**src/rtl/cpu_run_ctrl.sv**
```systemverilog
// Run controller: program load from host, processor reset/run/halt and cycle count.
// Optional single-step support is enabled with `define RUN_CTRL_STEP_EN.
module cpu_run_ctrl #(
   parameter int AW = 8,
   parameter int IW = 12,
   parameter int CW = 16
) (
   input  logic          clk,
   input  logic          rst,
   input  logic          load_start,
   input  logic          run_start,
   input  logic          halt_req,
   input  logic          host_valid,
   output logic          host_ready,
   input  logic [IW-1:0] host_data,
   input  logic          host_last,
   output logic          imem_we,
   output logic [AW-1:0] imem_waddr,
   output logic [IW-1:0] imem_wdata,
   output logic          cpu_rst,
   output logic          cpu_ce,
   input  logic [AW-1:0] cpu_pc,
   output logic [2:0]    state,
   output logic          done,
`ifdef RUN_CTRL_STEP_EN
   input  logic          step_mode,
   input  logic          step,
`endif
   output logic [CW-1:0] cycle_count
);

   typedef enum logic [2:0] {
      S_IDLE   = 3'd0,
      S_LOAD   = 3'd1,
      S_START  = 3'd2,
      S_RUN    = 3'd3,
      S_HALTED = 3'd4
   } state_t;

   state_t        state_q, state_d;
   logic          cpu_rst_q, cpu_rst_d;
   logic [AW-1:0] waddr_q, waddr_d;
   logic [CW-1:0] cnt_q, cnt_d;
   logic [AW-1:0] pc_prev_q, pc_prev_d;
   logic          pc_valid_q, pc_valid_d;
   logic          gate;
   logic          halt_now;

`ifdef RUN_CTRL_STEP_EN
   assign gate = step_mode ? step : 1'b1;
`else
   assign gate = 1'b1;
`endif

   // Self-loop only counts on cycles that would actually execute.
   assign halt_now = halt_req |
                     (gate & pc_valid_q & (cpu_pc == pc_prev_q));

   assign state       = state_q;
   assign cpu_rst     = cpu_rst_q;
   assign cycle_count = cnt_q;
   assign imem_waddr  = waddr_q;
   assign imem_wdata  = host_data;

   always_comb begin
      state_d    = state_q;
      waddr_d    = waddr_q;
      cnt_d      = cnt_q;
      pc_prev_d  = pc_prev_q;
      pc_valid_d = pc_valid_q;
      host_ready = 1'b0;
      imem_we    = 1'b0;
      cpu_ce     = 1'b0;
      done       = 1'b0;
      case (state_q)
         S_IDLE: begin
            if (load_start) begin
               state_d = S_LOAD;
               waddr_d = '0;
            end else if (run_start) begin
               state_d = S_START;
            end
         end
         S_LOAD: begin
            host_ready = 1'b1;
            if (host_valid) begin
               imem_we = 1'b1;
               waddr_d = waddr_q + AW'(1);
               if (host_last || (waddr_q == '1))
                  state_d = S_IDLE;
            end
         end
         S_START: begin
            cnt_d      = '0;
            pc_valid_d = 1'b0;
            state_d    = S_RUN;
         end
         S_RUN: begin
            cpu_ce = gate & ~halt_now;
            if (halt_now)
               state_d = S_HALTED;
            if (cpu_ce) begin
               pc_prev_d  = cpu_pc;
               pc_valid_d = 1'b1;
               if (cnt_q != '1)
                  cnt_d = cnt_q + CW'(1);
            end
         end
         S_HALTED: begin
            done = 1'b1;
            if (load_start) begin
               state_d = S_LOAD;
               waddr_d = '0;
            end else if (run_start) begin
               state_d = S_START;
            end
         end
         default: state_d = S_IDLE;
      endcase
      // Registered reset follows the state being entered.
      cpu_rst_d = !((state_d == S_RUN) || (state_d == S_HALTED));
   end

   always_ff @(posedge clk or posedge rst) begin
      if (rst) begin
         state_q    <= S_IDLE;
         cpu_rst_q  <= 1'b1;
         waddr_q    <= '0;
         cnt_q      <= '0;
         pc_prev_q  <= '0;
         pc_valid_q <= 1'b0;
      end else begin
         state_q    <= state_d;
         cpu_rst_q  <= cpu_rst_d;
         waddr_q    <= waddr_d;
         cnt_q      <= cnt_d;
         pc_prev_q  <= pc_prev_d;
         pc_valid_q <= pc_valid_d;
      end
   end

endmodule

```
**config.mk**
```make
export PLATFORM = sky130hd
export DESIGN_NAME = cpu_run_ctrl
export DESIGN_NICKNAME = d
export VERILOG_FILES = /design/src/rtl/cpu_run_ctrl.sv
export SDC_FILE = /design/constraint.sdc
export NUM_CORES = 1
export LEC_CHECK = 0
export CORE_UTILIZATION = 49
export CTS_CLUSTER_DIAMETER = 30
export CTS_CLUSTER_SIZE = 40
export DETAILED_ROUTE_END_ITERATION = 10
export GPL_ROUTABILITY_DRIVEN = 1
export GPL_TIMING_DRIVEN = 0
export PLACE_DENSITY = 0.85
export REMOVE_ABC_BUFFERS = 1
export SETUP_SLACK_MARGIN = 0.02
export SYNTH_ARGS = -nofsm -noshare
export SYNTH_HDL_FRONTEND = slang
export SYNTH_SLANG_ARGS = --single-unit
```
**constraint.sdc**
```tcl
create_clock -name clk -period 5.7 [get_ports clk]
set_input_delay 0.855 -clock clk [delete_from_list [all_inputs] [get_ports clk]]
set_output_delay 0.855 -clock clk [all_outputs]
set_load 0.005 [all_outputs]
```
### Word level (Yosys, flattened, before mapping)

Cells that the tools add are included.

| operators by class | value |
|---|---|
| eq/ne operators | 13 |
| add/sub/neg operators | 2 |
| reduce and logical (&&, ||, !) cells | 11 |
| bitwise gates (word level) | 3 |
| mux-type cells | 19 |

Operator list:

| cell | number |
|---|---|
| $mux W16 | 2 |
| $pmux W16 S2 | 1 |
| $add A16 B1 Y16 const B | 1 |
| $mux W8 | 2 |
| $ne A16 B16 Y1 const B | 1 |
| $pmux W8 S2 | 1 |
| $mux W3 | 5 |
| $pmux W3 S4 | 1 |
| $eq A3 B2 Y1 const B | 3 |
| $add A8 B1 Y8 const B | 1 |
| $eq A8 B8 Y1 | 1 |
| $eq A8 B8 Y1 const B | 1 |
| $eq A3 B3 Y1 const B | 2 |
| $mux W1 | 6 |
| $ne A2 B2 Y1 const B | 3 |
| $reduce_and A3 Y1 | 2 |
| $reduce_and A2 Y1 | 2 |
| $reduce_bool A2 Y1 | 2 |
| $eq A3 B1 Y1 const B | 1 |
| $logic_not A3 Y1 | 1 |
| $logic_or A1 B1 Y1 | 2 |
| $ne A2 B1 Y1 const B | 1 |
| $pmux W1 S2 | 1 |
| $reduce_or A2 Y1 | 1 |
| other kinds (4) | 4 |

| storage, ports and cells | value |
|---|---|
| output and inout port bits | 44 |
| word-level logic and storage cells | 54 |
| flip-flop bits (word level) | 37 |
| input bits | 27 |

### Depth between registers and ports, before layout

| logic depth | value |
|---|---|
| depth in word-level cells | 8 |
| gate-level depth with buffers | 7 |
| gate-level depth less buffers | 6 |

### Least setup slack after synthesis

No wires, ideal clock.

| path | value |
|---|---|
| path kind | in2out |
| start | in cpu_pc[2] |
| end | out cpu_ce |
| buffers on the path | 1 |
| arrival time | 1.838 ns |
| data required time | 4.845 ns |
| path slack | 3.007 ns |
| stages | 5 |
| path through | xnor2_1 -> and4_4 -> a31oi_1 -> and3_1 -> buf_2 |

| between the ends | value |
|---|---|
| word-level cells in the longest chain between the ends | 5 |

RTL lines:

| item | line | RTL |
|---|---|---|
| start: declaration | 22 | `input logic [AW-1:0] cpu_pc,` |
| $eq A8 B8 Y1 | 57 | `(gate & pc_valid_q & (cpu_pc == pc_prev_q));` |
| $and A1 B1 Y1 | 57 |  |
| $or A1 B1 Y1 | 56 | `assign halt_now = halt_req \|` |
| $not A1 Y1 (no line) | -- |  |
| $mux W1 | 75 | `case (state_q)` |
| end: declaration | 21 | `output logic cpu_ce,` |

No other way between the ends.

### Worst setup path in the final report

| path | value |
|---|---|
| start | in cpu_pc[5] |
| end | out cpu_ce |

The elaborated chain is that of the path after synthesis.

==> results.py <==
metrics = {
    "status": {
        "status": "complete, no violations",
    },
    "clocking": {
        "post_cts_resized": 0,
        "cts_tree": "built",
        "cts_sinks": 37,
        "hold_buffers": 0,
        "clk_path_buf_depth": 2,
        "clk_latency_ps": 300,
        "cts_setup_buffers": 0,
        "cts_max_level": 2,
        "path_clk_slew_ps": 70,
        "cts_made_buffers": 5,
        "root_buffer": "clkbuf_8",
    },
    "timing": {
        "setup-tns-final_ps": 0,
        "setup_slack_ps": 1689,
        "clock_skew_ps": 5.200,
        "hold_viol": 0,
        "fin_crit_sh_pct": 70.38,
        "rsz0062_at_grt": "no",
        "relSlewSlack_pct": 25.29,
        "slew_viol_final": 0,
        "setup_viol": 0,
        "worst_pin_slew_ps": 1106,
        "final.min_clock_period_ps": 4011,
        "fmax_mhz": 249.3,
    },
    "placement": {
        "postPlaceCellArea_mm2": 0.002532,
        "hpwlAfterDp_um": 3480,
        "gp_congestion": 0.8122,
        "port_buffers": 46,
        "preCtsSetupSlack_ps": 1656,
        "place_inst": 295,
    },
    "setup_path": {
        "start_kind": "input pin",
        "reg2reg_slack_ps": 3330,
        "slowest_stage": "clkdlybuf4s50_1",
        "critPathMaxStageDelay_ps": 600,
        "cp_common_cell": "clkdlybuf4s50_1",
        "r2r-start": "state[0]",
        "ff2ff_path_depth": 5,
        "path_max_fanout": 11,
        "cp_top_family": "buffers and inverters",
        "worstPathRequired_ps": 4850,
        "crit_type": "input pin to primary output",
        "cp.arrival_ps": 3160,
        "rr_endpoint": "imem_waddr[5]",
        "critPathBufInv": 2,
        "crit_chain": "clkdlybuf4s50_1 > xor2_1 > nor3_2 > a31oi_1 > and3_1 > clkdlybuf4s50_1",
        "endpoint_kind": "primary output",
    },
    "yosys": {
        "synthXorXnorAreaFrac_pct": 5.718,
        "yosys.area_share.simple_pct": 24.33,
        "ys_ff_latch": 37,
        "synth-async-reset-ratio_pct": 100.0,
        "synth_edf_count": 0,
        "synth_area_leaders": "dfrtp_1, nand2_1, xor2_1, buf_4, mux2_1",
        "yosys.area.top_type": "dfrtp_1",
        "synthFlopType": "dfrtp_1",
        "synth_top_family_by_area": "simple AND/OR/NAND/NOR gates",
        "yosys.area_share.adder_pct": 1.167,
        "postSynthCellCount": 220,
        "yosysSeqAreaShare_pct": 43.23,
        "synth_compound_area_share_pct": 12.02,
        "netlist_area_mm2": 0.002145,
        "synthDistinctLibCells": 51,
        "synth_top_cell_area_share_pct": 42.01,
        "synth_warnings": 0,
        "synthMuxAreaShare_pct": 6.534,
        "syn_avg_cell_area_um2": 9.748,
    },
    "hold_path": {
        "hold_class": "flop to flop",
        "hold_end": "pc_valid_q",
        "min_path_cells": 1,
        "holdCritStartpoint": "pc_valid_q",
    },
    "job": {
        "maxCapViolCount": 0,
    },
    "routing": {
        "drtIter0Drc": 156,
        "drt-vias-per-instance": 6.053,
        "drtAntennaViolNets": 0,
        "vias": 1834,
        "drc": 0,
        "drt_first_pass_iters": 4,
        "wirelength_um": 4858,
        "wl_per_cell_um": 16.03,
    },
    "layout": {
        "antenna_cells": 0,
        "nets": 281,
        "layout_commonest_cell": "clkdlybuf4s50_1",
        "final_cells": 303,
        "final_cell_area_mm2": 0.002615,
        "seq_area_um2": 927.1,
        "final_cell_mix": "clkdlybuf4s50_1, dfrtp_1, nand2_1",
        "area_growth_pct": 21.94,
        "fill_cells": 341,
        "multi_input_area_mm2": 0.001067,
        "drive_above_1_share_pct": 6.324,
    },
    "global_routing": {
        "track_usage_pct": 23.99,
        "grt_antenna_before_repair": 0,
        "grt_pass1_wl_um": 8142,
        "grt_max_degree": 38,
        "grt-ovfl-total": 0,
        "grt_pass1_vias": 1756,
    },
    "power": {
        "vdd_ir_drop_max_mv": 0.2127,
        "p_leak_nw": 1.136,
        "p_per_area_mw_per_mm2": 365.7,
    },
    "die": {
        "dieWidth_um": 68.16,
        "dieHeight_um": 68.16,
        "initial_utilization_pct": 52.48,
        "io_pins": 71,
        "rows": 23,
        "die-area_mm2": 0.004645,
        "core_region_area_mm2": 0.004086,
    },
}
synthesized netlist by cell type (2+ instances only):
cell,n
nand2_1,27
a22o_1,2
nor3_1,3
o211ai_1,3
mux2i_1,5
or4_1,8
buf_4,12
nand3_1,6
o311ai_0,2
nor2_1,12
a21oi_1,6
inv_1,4
nand2b_1,5
ha_1,2
a31oi_1,4
mux2_1,8
xor2_1,11
a41o_1,2
and3_1,8
buf_2,3
xnor2_1,3
nor4_1,2
and2_1,4
clkbuf_1,4
nand4_1,8
o31ai_1,4
dfrtp_1,36
o21ai_1,3
flip-flops by register name (all words and copies together) (netlist names):
signal	cells
cpu_rst	1
cycle_count	16
imem_waddr	8
pc_prev_q	8
pc_valid_q	1
state	3
cell families after synthesis:
kind of cell,count (synthesis)
flops,37
simple gates,94
mux,13
compound gates,35
xor+xnor,14
buf+inv,25
fa+ha+maj,2
cell type report:
class	count	area share (%)
repair buffers	46	17.61
well taps	50	2.392
multi-input cells	158	40.81
clock buffers	6	2.775
clock inverters	2	0.3828
inverters	4	0.5742
flip-flops and latches	37	35.45
per-layer routing:
| metal | vias up | part of all wire [%] | global-route usage (%) |
|---|---|---|---|
| li1 | 859 | - | - |
| met1 | 892 | 43 | 29.39 |
| met2 | 75 | 48 | 38.36 |
| met3 | 8 | 8.0 | 9.000 |
| met4 | 0 | 1.4 | 8.594 |
| met5 | - | 0 | 0 |
worst reg2reg max path, stage by stage (launching register included):
cell and delay (ps):
dfrtp_1 650, nor4bb_1 1010, and3_1 330, nand2_1 80
xor2_1 140, nor2_1 50
where the power goes:
group          switching, W  leakage [nW]  internal (W)
Combinational      0.000188         0.606      0.000183
Clock             0.0000948        0.0450     0.0000847
Sequential        0.0000749         0.484      0.000331
how the worst max path moves through the flow:
stage,start,end,depth (start not counted)
6_report,cpu_pc[5],cpu_ce,6
2_1_floorplan,cpu_pc[2],cpu_ce,4
3_3_place_gp,cpu_pc[5],cpu_ce,6
4_1_cts,cpu_pc[5],cpu_ce,6
5_1_grt,cpu_pc[3],cpu_ce,6
3_5_place_dp,cpu_pc[5],cpu_ce,6
through the flow:
stage | total power (W) | hold WS, ps | utilization, %
floorplan | 0.0006123 | 449.8 | -
global placement | 0.0007613 | 467.6 | 61.97
detailed placement | 0.0007806 | 475.6 | 61.97
CTS | 0.0009628 | 491.9 | 63.99
global route | 0.001022 | 508.1 | 63.99
finish | 0.0009562 | 489.7 | 63.99
Note: power is estimated with default switching activity, not from simulation.
